--- src/rtl/pps_timestamp_capture_pkg.sv ---
// Shared definitions for the PPS timestamp capture block: tuser bit positions,
// capture FSM states and the saturating drop-counter helper.
package pps_timestamp_capture_pkg;

  localparam int TS_TUSER_FIRST = 0;
  localparam int TS_TUSER_GAP   = 1;
  localparam int OVF_CNT_W      = 16;

  typedef enum logic [1:0] {
    DISARMED,
    ARMED,
    RUNNING
  } cap_state_t;

  function automatic logic [OVF_CNT_W-1:0] sat_inc(input logic [OVF_CNT_W-1:0] value);
    return (value == '1) ? value : value + 1'b1;
  endfunction

endpackage

--- src/rtl/pps_timestamp_capture_if.sv ---
// Timestamp record stream: {delta, count} data plus first/gap flags on valid/ready.
interface pps_timestamp_capture_if #(
  parameter int COUNTER_WIDTH = 64
) ();

  logic [2*COUNTER_WIDTH-1:0] ts_tdata;
  logic [1:0]                 ts_tuser;
  logic                       ts_tvalid;
  logic                       ts_tready;

  modport master (
    output ts_tdata,
    output ts_tuser,
    output ts_tvalid,
    input  ts_tready
  );

  modport slave (
    input  ts_tdata,
    input  ts_tuser,
    input  ts_tvalid,
    output ts_tready
  );

endinterface

--- src/rtl/pps_timestamp_capture_fifo.sv ---
// Small synchronous first-word-fall-through FIFO holding timestamp records.
// The head word is presented combinationally and reads as zero while empty.
module ts_capture_fifo #(
  parameter int WIDTH = 130,
  parameter int DEPTH = 4
) (
  input  logic             clk_in,
  input  logic             reset,
  input  logic             push,
  input  logic [WIDTH-1:0] push_data,
  input  logic             pop,
  output logic [WIDTH-1:0] pop_data,
  output logic             full,
  output logic             empty
);

  localparam int AW = $clog2(DEPTH);

  logic [WIDTH-1:0] mem [DEPTH];
  logic [AW-1:0]    wr_ptr_reg;
  logic [AW-1:0]    rd_ptr_reg;
  logic [AW:0]      count_reg;
  logic             push_ok;
  logic             pop_ok;

  assign full     = (count_reg == (AW+1)'(DEPTH));
  assign empty    = (count_reg == '0);
  assign pop_ok   = pop & ~empty;
  // A full queue still takes a word when the head leaves in the same cycle.
  assign push_ok  = push & (~full | pop_ok);
  assign pop_data = empty ? '0 : mem[rd_ptr_reg];

  always_ff @(posedge clk_in) begin
    if (push_ok) begin
      mem[wr_ptr_reg] <= push_data;
    end
  end

  always_ff @(posedge clk_in or posedge reset) begin
    if (reset) begin
      wr_ptr_reg <= '0;
      rd_ptr_reg <= '0;
      count_reg  <= '0;
    end else begin
      if (push_ok) wr_ptr_reg <= wr_ptr_reg + 1'b1;
      if (pop_ok)  rd_ptr_reg <= rd_ptr_reg + 1'b1;
      case ({push_ok, pop_ok})
        2'b10:   count_reg <= count_reg + 1'b1;
        2'b01:   count_reg <= count_reg - 1'b1;
        default: count_reg <= count_reg;
      endcase
    end
  end

endmodule

--- src/rtl/pps_timestamp_capture.sv ---
// Synchronises PPS, latches edge_count on each rising edge, computes the cycle delta
// to the previous edge and queues {delta, count} records on a valid/ready stream.
module pps_timestamp_capture
  import pps_timestamp_capture_pkg::*;
#(
  parameter int COUNTER_WIDTH = 64,
  parameter int SYNC_STAGES   = 2,
  parameter int FIFO_DEPTH    = 4
) (
  input  logic                     clk_in,
  input  logic                     reset,
  input  logic [COUNTER_WIDTH-1:0] edge_count,
  input  logic                     pps_in,
  input  logic                     capture_enable,
  pps_timestamp_capture_if.master  ts,
  output logic [OVF_CNT_W-1:0]     overflow_count,
  output logic                     pps_seen
);

  localparam int REC_W = 2*COUNTER_WIDTH + 2;

  logic [SYNC_STAGES-1:0]   sync_reg;
  logic [SYNC_STAGES-1:0]   primed_reg;
  logic                     hist_reg;
  logic                     edge_pulse_reg;
  cap_state_t               state_reg;
  logic [COUNTER_WIDTH-1:0] prev_reg;
  logic                     gap_pending_reg;
  logic [OVF_CNT_W-1:0]     overflow_count_reg;
  logic                     pps_seen_reg;

  logic                     sync_out;
  logic                     primed;
  logic                     capture;
  logic                     room;
  logic                     push;
  logic                     pop;
  logic                     fifo_full;
  logic                     fifo_empty;
  logic [COUNTER_WIDTH-1:0] delta;
  logic [1:0]               push_user;
  logic [REC_W-1:0]         push_data;
  logic [REC_W-1:0]         head_data;

  assign sync_out = sync_reg[SYNC_STAGES-1];
  assign primed   = primed_reg[SYNC_STAGES-1];

  // History is held at 1 until the chain has flushed its reset zeros, so a PPS that
  // was already high when reset released never looks like a fresh rising edge.
  always_ff @(posedge clk_in or posedge reset) begin
    if (reset) begin
      sync_reg       <= '0;
      primed_reg     <= '0;
      hist_reg       <= 1'b1;
      edge_pulse_reg <= 1'b0;
    end else begin
      sync_reg       <= {sync_reg[SYNC_STAGES-2:0], pps_in};
      primed_reg     <= {primed_reg[SYNC_STAGES-2:0], 1'b1};
      hist_reg       <= primed ? sync_out : 1'b1;
      edge_pulse_reg <= sync_out & ~hist_reg;
    end
  end

  assign pop     = ts.ts_tvalid & ts.ts_tready;
  assign capture = edge_pulse_reg & capture_enable & (state_reg != DISARMED);
  assign room    = ~fifo_full | pop;
  assign push    = capture & room;
  assign delta   = (state_reg == ARMED) ? '0 : edge_count - prev_reg;

  always_comb begin
    push_user                 = '0;
    push_user[TS_TUSER_FIRST] = (state_reg == ARMED);
    push_user[TS_TUSER_GAP]   = gap_pending_reg;
  end

  assign push_data = {push_user, delta, edge_count};

  always_ff @(posedge clk_in or posedge reset) begin
    if (reset) begin
      state_reg          <= DISARMED;
      prev_reg           <= '0;
      gap_pending_reg    <= 1'b0;
      overflow_count_reg <= '0;
      pps_seen_reg       <= 1'b0;
    end else if (!capture_enable) begin
      state_reg       <= DISARMED;
      gap_pending_reg <= 1'b0;
    end else begin
      unique case (state_reg)
        DISARMED: state_reg <= ARMED;
        ARMED, RUNNING: begin
          if (edge_pulse_reg) begin
            // A dropped edge still becomes the delta reference for the next record.
            prev_reg     <= edge_count;
            state_reg    <= RUNNING;
            pps_seen_reg <= 1'b1;
            if (room) begin
              gap_pending_reg <= 1'b0;
            end else begin
              gap_pending_reg    <= 1'b1;
              overflow_count_reg <= sat_inc(overflow_count_reg);
            end
          end
        end
        default: state_reg <= DISARMED;
      endcase
    end
  end

  ts_capture_fifo #(
    .WIDTH (REC_W),
    .DEPTH (FIFO_DEPTH)
  ) u_fifo (
    .clk_in    (clk_in),
    .reset     (reset),
    .push      (push),
    .push_data (push_data),
    .pop       (pop),
    .pop_data  (head_data),
    .full      (fifo_full),
    .empty     (fifo_empty)
  );

  assign ts.ts_tvalid   = ~fifo_empty;
  assign ts.ts_tdata    = head_data[2*COUNTER_WIDTH-1:0];
  assign ts.ts_tuser    = head_data[REC_W-1:2*COUNTER_WIDTH];
  assign overflow_count = overflow_count_reg;
  assign pps_seen       = pps_seen_reg;

endmodule
--- src/flat_wrapper.sv ---
// flat-port wrapper written by rule: the top's interface ports become plain ports
module pps_timestamp_capture_flat import pps_timestamp_capture_pkg::*;
#(
  parameter int COUNTER_WIDTH = 64,
  parameter int SYNC_STAGES   = 2,
  parameter int FIFO_DEPTH    = 4
)
  (clk_in, reset, edge_count, pps_in, capture_enable, overflow_count, pps_seen, ts_ts_tdata, ts_ts_tuser, ts_ts_tvalid, ts_ts_tready);
  pps_timestamp_capture_if #(.COUNTER_WIDTH(COUNTER_WIDTH)) ts_i ();
  input  logic clk_in;
  input  logic reset;
  input  logic [COUNTER_WIDTH-1:0] edge_count;
  input  logic pps_in;
  input  logic capture_enable;
  output logic [OVF_CNT_W-1:0] overflow_count;
  output logic pps_seen;
  output wire logic [$bits(ts_i.ts_tdata)-1:0] ts_ts_tdata;
  output wire logic [$bits(ts_i.ts_tuser)-1:0] ts_ts_tuser;
  output wire logic [$bits(ts_i.ts_tvalid)-1:0] ts_ts_tvalid;
  input wire logic [$bits(ts_i.ts_tready)-1:0] ts_ts_tready;
  assign ts_ts_tdata = ts_i.ts_tdata;
  assign ts_ts_tuser = ts_i.ts_tuser;
  assign ts_ts_tvalid = ts_i.ts_tvalid;
  assign ts_i.ts_tready = ts_ts_tready;
  pps_timestamp_capture #(.COUNTER_WIDTH(COUNTER_WIDTH), .SYNC_STAGES(SYNC_STAGES), .FIFO_DEPTH(FIFO_DEPTH)) u_core (.clk_in(clk_in), .reset(reset), .edge_count(edge_count), .pps_in(pps_in), .capture_enable(capture_enable), .ts(ts_i), .overflow_count(overflow_count), .pps_seen(pps_seen));
endmodule
--- config.mk ---
export PLATFORM = sky130hd
export DESIGN_NAME = pps_timestamp_capture_flat
export DESIGN_NICKNAME = d
export VERILOG_FILES = /design/src/rtl/pps_timestamp_capture_pkg.sv /design/src/rtl/pps_timestamp_capture_if.sv /design/src/rtl/pps_timestamp_capture_fifo.sv /design/src/rtl/pps_timestamp_capture.sv /design/src/flat_wrapper.sv
export SDC_FILE = /design/constraint.sdc
export NUM_CORES = 1
export LEC_CHECK = 0
export CAP_MARGIN = 15
export CORE_MARGIN = 2
export CORE_UTILIZATION = 30
export DETAILED_ROUTE_END_ITERATION = 6
export DONT_BUFFER_PORTS = 1
export PLACE_DENSITY_LB_ADDON = 0.25
export SYNTH_ARGS = -nofsm -noshare
export SYNTH_HDL_FRONTEND = slang
export SYNTH_SLANG_ARGS = --single-unit
--- constraint.sdc ---
create_clock -name clk_in -period 5.8 [get_ports clk_in]
set_input_delay 1.16 -clock clk_in [delete_from_list [all_inputs] [get_ports clk_in]]
set_output_delay 1.16 -clock clk_in [all_outputs]
set_load 0.05 [all_outputs]
==> results of run 1 <==
[placed cells by master (no fill, tap or decap), drive strengths merged, types with 3 or more instances in the layout]
master and count:
and3 13, o21ai 46, a21oi 79, or3 4
or4 4, a21o 39, a311oi 4, clkbuf 88
nor2b 12, ha 72, xor2 27, a2111oi 3
nor3b 4, o21bai 17, o21a 8, nand3 15
a31oi 12, clkinv 28, mux4 130, edfxtp 520
nand2b 12, nor3 14, a21boi 5, o211ai 4
and4 5, and2 142, clkinvlp 5, a211oi 10
nand4 27, xnor2 44, nand2 76, buf 23
mux2 72, diode 3, nor2 100, bufinv 6
inv 96, dfrtp 96
[cell type report]
class	instances	area (um^2)	share of cell area, %
Antenna cell	3	7.51	0.0236
Sequential cell	617	18100	56.7
Clock inverter	42	432	1.36
Tap cell	1254	1570	4.93
Inverter	93	352	1.10
Timing Repair Buffer	23	260	0.818
Multi-Input combinational cell	1034	9300	29.2
Clock buffer	88	1860	5.85
[cell families (layout without fill, tap and decap cells)]
kind of cell / count (synthesis) / after routing / synth area share, %
DFF: 617 / 617 / 64.4
adders and majority gates: 74 / 74 / 3.36
muxes: 203 / 203 / 13.4
xor gates and xnor gates: 71 / 71 / 2.22
buffers and inverters: 187 / 246 / 2.55
other: 1 / 4 / 0.0134
and+or+nand+nor: 437 / 437 / 8.23
AOI/OAI and AO/OA: 248 / 248 / 5.90
[critical path: cells and delay by family]
family | cells | cell delay, ps
adder cells (fa/ha/maj) | 1 | 440
AO/OA/AOI/OAI | 4 | 1350
AND/OR/NAND/NOR | 5 | 1710
[power breakdown]
group          leakage, nW  switching [mW]  total (mW)  internal (mW)
logic                 3.96            5.11        7.20           2.09
registers             5.94           0.262        5.67           5.41
clock network         1.12            1.82        4.39           2.57
[metal layers]
metal  routed length, um  vias up
li1                    -     6963
met1               32800     8047
met2               33200      376
met3                3870       88
met4                1430        0
met5                   0        -
[path summary, 6_finish.rpt]
| path | to | slack (ps) | cells past startpoint |
|---|---|---|---|
| worst max-delay path | u_core.u_fifo.mem[3][123]$_DFFE_PP_ | 1490 | 10 |
| worst min-delay path | u_core.primed_reg[1]$_DFF_PP0_ | 360 | 0 |
| worst max register to register | u_core.u_fifo.mem[3][123]$_DFFE_PP_ | 1650 | 11 |
| worst min register to register | u_core.primed_reg[1]$_DFF_PP0_ | 360 | 0 |
| max in group asynchronous | u_core.prev_reg[50]$_DFFE_PP0P_ | 4070 | 2 |
| min in group asynchronous | u_core.sync_reg[0]$_DFF_PP0_ | 570 | 1 |
==> impl_metrics.json, run 1 <==
{
  "status": "finished, final reports clean",
  "pin_count": 217,
  "arrival_ps": 4670,
  "placed_cell_area_mm2": 0.0295,
  "synth_cells": 1838,
  "power_density_mw_per_mm2": 542,
  "syn_nets": 1981,
  "end_kind": "flip-flop",
  "power.total_mw": 17.3,
  "synth.yosys.seq_area_share_pct": 64.4,
  "yosys-top-cells-count": "520 x edfxtp_1, 142 x and2_1, 130 x mux4_2",
  "critical-path-max-stage-delay_ps": 560,
  "max_freq_mhz": 232,
  "yosysWarnings": 0,
  "fin_crit_ps": 4310,
  "nets": 1982,
  "totalWireLength_um": 71400,
  "finalWorstSetupSlack_ps": 1490,
  "worst_setup_path_start_kind": "input port",
  "pre_cts_slack_ps": 790,
  "cts-resized-gates": 0,
  "p_leak_nw": 11.0,
  "slew_headroom_pct": 29.1,
  "areaGrowthSynthToFinish_pct": 13.5,
  "portBuffers": 0,
  "yosys.area.top_type_share_pct": 55.7,
  "track_usage_pct": 14.9,
  "crit_path_start": "edge_count[27]",
  "synth_top_flop_cell": "edfxtp_1",
  "cts.clk_slew.worst_paths_ps": 60,
  "avgSynthCellArea_um2": 15.3,
  "routabilityCongestion": 0.847,
  "vias": 15500,
  "period_share_pct": 74.3,
  "grt_use_met2_pct": 23.4,
  "fin_util_pct": 34.3,
  "crit_fanout": 8,
  "rsz0062_at_grt": "no",
  "overflow": 0,
  "crit_slowest_cell": "a2111oi_2",
  "cts.sinks": 617,
  "ys_types": 79,
  "setup-violations-final": 0,
  "synth_edf_count": 520,
  "async_flop_share_pct": 15.7,
  "post_cts_buffers": 0,
  "syn_area_mm2": 0.0280,
  "grt_first_pass_wirelength_um": 106000,
  "fin_cells": 3154,
  "grt_max_degree": 81,
  "fp.dieW_um": 310,
  "worst_pin_slew_ps": 1060,
  "drc": 0,
  "yosysMostFrequentCell": "edfxtp_1",
  "cts_made_buffers": 70,
  "worstPathRequired_ps": 6160,
  "core_area_mm2": 0.0929,
  "wire_per_inst_um": 22.6,
  "cts_root_buf": "clkbuf_16",
  "cpMostUsedCell": "nor3b_1",
  "synth-seq-cells": 617,
  "setup-tns-final_ps": 0,
  "critical_path_class": "input port to flip-flop",
  "fill_cells": 8931,
  "drt-pass1-iter-count": 5,
  "drv_slew": 0,
  "grt.met1_usage_pct": 20.7,
  "busiest_layer": "met2",
  "holdBufCountCts": 0,
  "drive_above_1_share_pct": 19.1,
  "peakVddDrop_uv": 260,
  "path_cells": "ha_1 -> and4_1 -> nor3b_1 -> nand4_1 -> a2111oi_2 -> o311ai_1 -> a21oi_1 -> o2111ai_1 -> nor3b_1 -> nor3_1",
  "ant_nets": 0,
  "use_met3_pct": 3.25,
  "ctsLongestPathBuffers": 3,
  "yosysTopAreaCell": "edfxtp_1",
  "htreeDepth": 3,
  "largest_reg_flops": 520,
  "tritoncts": "built",
  "hold_path.class": "flip-flop to flip-flop",
  "r2r_start": "u_core.prev_reg[27]$_DFFE_PP0P_",
  "via_per_inst": 4.91,
  "synth_area_leaders": "edfxtp_1 56%, mux4_2 10%, dfrtp_1 8.6%, ha_1 3.2%, and2_1 3.2%",
  "post-place-cells": 3021,
  "dp.final_hpwl_um": 47400,
  "hold_ws_ps": 360,
  "dieHeight_um": 310,
  "hold_viol": 0,
  "rows": 112,
  "holdCritStartpoint": "u_core.primed_reg[0]$_DFF_PP0_",
  "insertion_delay_ps": 630,
  "fin_worst_skew_ps": 27.6,
  "grt_pass1_vias": 16300,
  "fin_area_mm2": 0.0318,
  "maxCapViolCount": 0,
  "antenna_found_initial": 0,
  "initialDrtViolationCount": 986,
  "initial_utilization_pct": 30.2,
  "die_area_mm2": 0.0959
}
No activity file was read; power rests on OpenSTA's default activity.
==> inputs of run 2 (changes only) <==
Clock period 5.8 ns to 4.3 ns, I/O delays scaled along.
==> impl_metrics.json, run 2 (synthesis gave the netlist of run 1 again) <==
{
  "nets": 2011,
  "crit_buf_inv": 2,
  "layout_common_cells": "520 x edfxtp_1, 138 x and2_1, 130 x mux4_2",
  "worst_setup_path_start_kind": "flip-flop",
  "pwr-share-seq_pct": 32.2,
  "pwr-share-clk_pct": 25.7,
  "insertion_delay_ps": 630,
  "ant_nets": 0,
  "totalWireLength_um": 70300,
  "ctsLongestPathBuffers": 3,
  "maxCapViolCount": 0,
  "fill_cells": 8882,
  "wire_per_inst_um": 22.1,
  "p_sw_share_pct": 41.3,
  "fin_worst_skew_ps": 30.7,
  "intPower_mw": 13.8,
  "status": "finished, final reports clean",
  "drv_slew": 0,
  "n_antenna_cell": 0,
  "peakVddDrop_uv": 388,
  "slew_headroom_pct": 33.1,
  "grt_pass1_vias": 16300,
  "drt-pass1-iter-count": 5,
  "dp.final_hpwl_um": 47500,
  "cpMostUsedCell": "a21oi_1",
  "core_area_mm2": 0.0929,
  "setup-violations-final": 0,
  "die_area_mm2": 0.0959,
  "end_kind": "flip-flop",
  "via_per_inst": 4.90,
  "portBuffers": 0,
  "pin_count": 217,
  "max_freq_mhz": 271,
  "cts.sinks": 617,
  "routabilityCongestion": 0.863,
  "share_comb_of_total_power_pct": 42.1,
  "rsz0062_at_grt": "no",
  "tritoncts": "built",
  "worstPathRequired_ps": 4650,
  "dieHeight_um": 310,
  "p_leak_nw": 11.2,
  "crit_fanout": 7,
  "hold_path.class": "input port to flip-flop",
  "antenna_found_initial": 3,
  "critical_path_class": "flip-flop to flip-flop",
  "hold_viol": 0,
  "track_usage_pct": 14.6,
  "drive_above_1_share_pct": 20.2,
  "grt_first_pass_wirelength_um": 105000,
  "initial_utilization_pct": 30.2,
  "setup-tns-final_ps": 0,
  "cpLargestDelayFamily": "compound AO/OA/AOI/OAI gates",
  "drc": 0,
  "fin_crit_ps": 3700,
  "cts_root_buf": "clkbuf_16",
  "mostFrequentLayoutCell": "edfxtp_1",
  "post_cts_buffers": 0,
  "p_switching_mw": 9.70,
  "path_cells": "inv_1 -> ha_1 -> a21oi_1 -> a22oi_1 -> nand4_1 -> a2111oi_2 -> buf_4 -> o311ai_1 -> a21oi_1 -> o2111ai_1 -> nor3b_1 -> nor3_1",
  "largest_reg_flops": 520,
  "rows": 112,
  "critical-path-max-stage-delay_ps": 570,
  "power_density_mw_per_mm2": 730,
  "arrival_ps": 4050,
  "power.total_mw": 23.5,
  "cts-resized-gates": 0,
  "holdBufCountCts": 0,
  "cts_made_buffers": 74,
  "crit_slowest_cell": "a22oi_1",
  "htreeDepth": 3,
  "fp.dieW_um": 310,
  "cts.clk_slew.worst_paths_ps": 60,
  "areaGrowthSynthToFinish_pct": 14.7,
  "overflow": 0,
  "period_share_pct": 86.0,
  "vias": 15600,
  "initialDrtViolationCount": 1135,
  "grt_max_degree": 75,
  "worst_pin_slew_ps": 1000
}
[run 2: cell count changes in the layout (fill, tap and decap cells not counted), sizes merged]
cell and delta:
clkinv -1, inv +4, clkbuf +7, buf +25
bufinv -3, clkinvlp -2, diode -3
[run 2: final timing paths]
kind | start | slack [ps] | to | depth (start not counted)
setup / recovery | u_core.prev_reg[36]$_DFFE_PP0P_ | 600 | u_core.u_fifo.mem[2][123]$_DFFE_PP_ | 12
hold / removal | pps_in | 260 | u_core.sync_reg[0]$_DFF_PP0_ | 0
setup reg to reg | u_core.prev_reg[36]$_DFFE_PP0P_ | 600 | u_core.u_fifo.mem[2][123]$_DFFE_PP_ | 12
hold reg to reg | u_core.primed_reg[0]$_DFF_PP0_ | 360 | u_core.primed_reg[1]$_DFF_PP0_ | 0
max in group asynchronous | reset | 2940 | u_core.prev_reg[6]$_DFFE_PP0P_ | 2
min in group asynchronous | reset | 330 | u_core.sync_reg[0]$_DFF_PP0_ | 1
[run 2: area by class of cell]
cell class / count / area, um^2 / area share (%)
well taps: 1254 / 1570 / 4.88
repair buffers: 48 / 523 / 1.63
flip-flops and latches: 617 / 18100 / 56.1
clock buffers: 95 / 2050 / 6.38
clock inverters: 40 / 324 / 1.01
multi-input cells: 1034 / 9300 / 28.9
inverters: 93 / 352 / 1.09
[run 2: routing by layer]
layer	vias to the layer above	global-route usage [%]	wire, um
li1	7020	-	-
met1	8072	19.8	31600
met2	384	23.5	33300
met3	95	3.35	3930
met4	0	4.27	1510
met5	-	0	0
[run 2: through the flow]
stage                     instance area [um^2]  hold WS [ps]  cells  util (%)  setup WS [ps]
final                                    32200           259   3181      34.6            604
after CTS                                32200           214   3181      34.6            562
after global placement                   29800           333   3046      32.1            275
after global routing                     32200           214   3181      34.6            294
after detailed placement                 29800           345   3046      32.1            136
after floorplan                          28000           331   1838         -            733
[run 2: worst reg2reg max path, stage by stage, from the launching register on]
cell and delay [ps]:
dfrtp_1 340, inv_1 50, ha_1 410, a21oi_1 150, a22oi_1 570, nand4_1 260, a2111oi_2 270, buf_4 190
o311ai_1 140, a21oi_1 280, o2111ai_1 180, nor3b_1 170, nor3_1 430
[run 2: power by group through the flow]
stage | sequential, mW | clock, mW | combinational (mW)
final | 7.56 | 6.03 | 9.89
after CTS | 7.57 | 6.20 | 10.1
after global routing | 7.61 | 6.45 | 10.6
after global placement | 7.68 | 0 | 9.95
after floorplan | 7.53 | 0 | 7.92
after detailed placement | 7.69 | 0 | 10.0
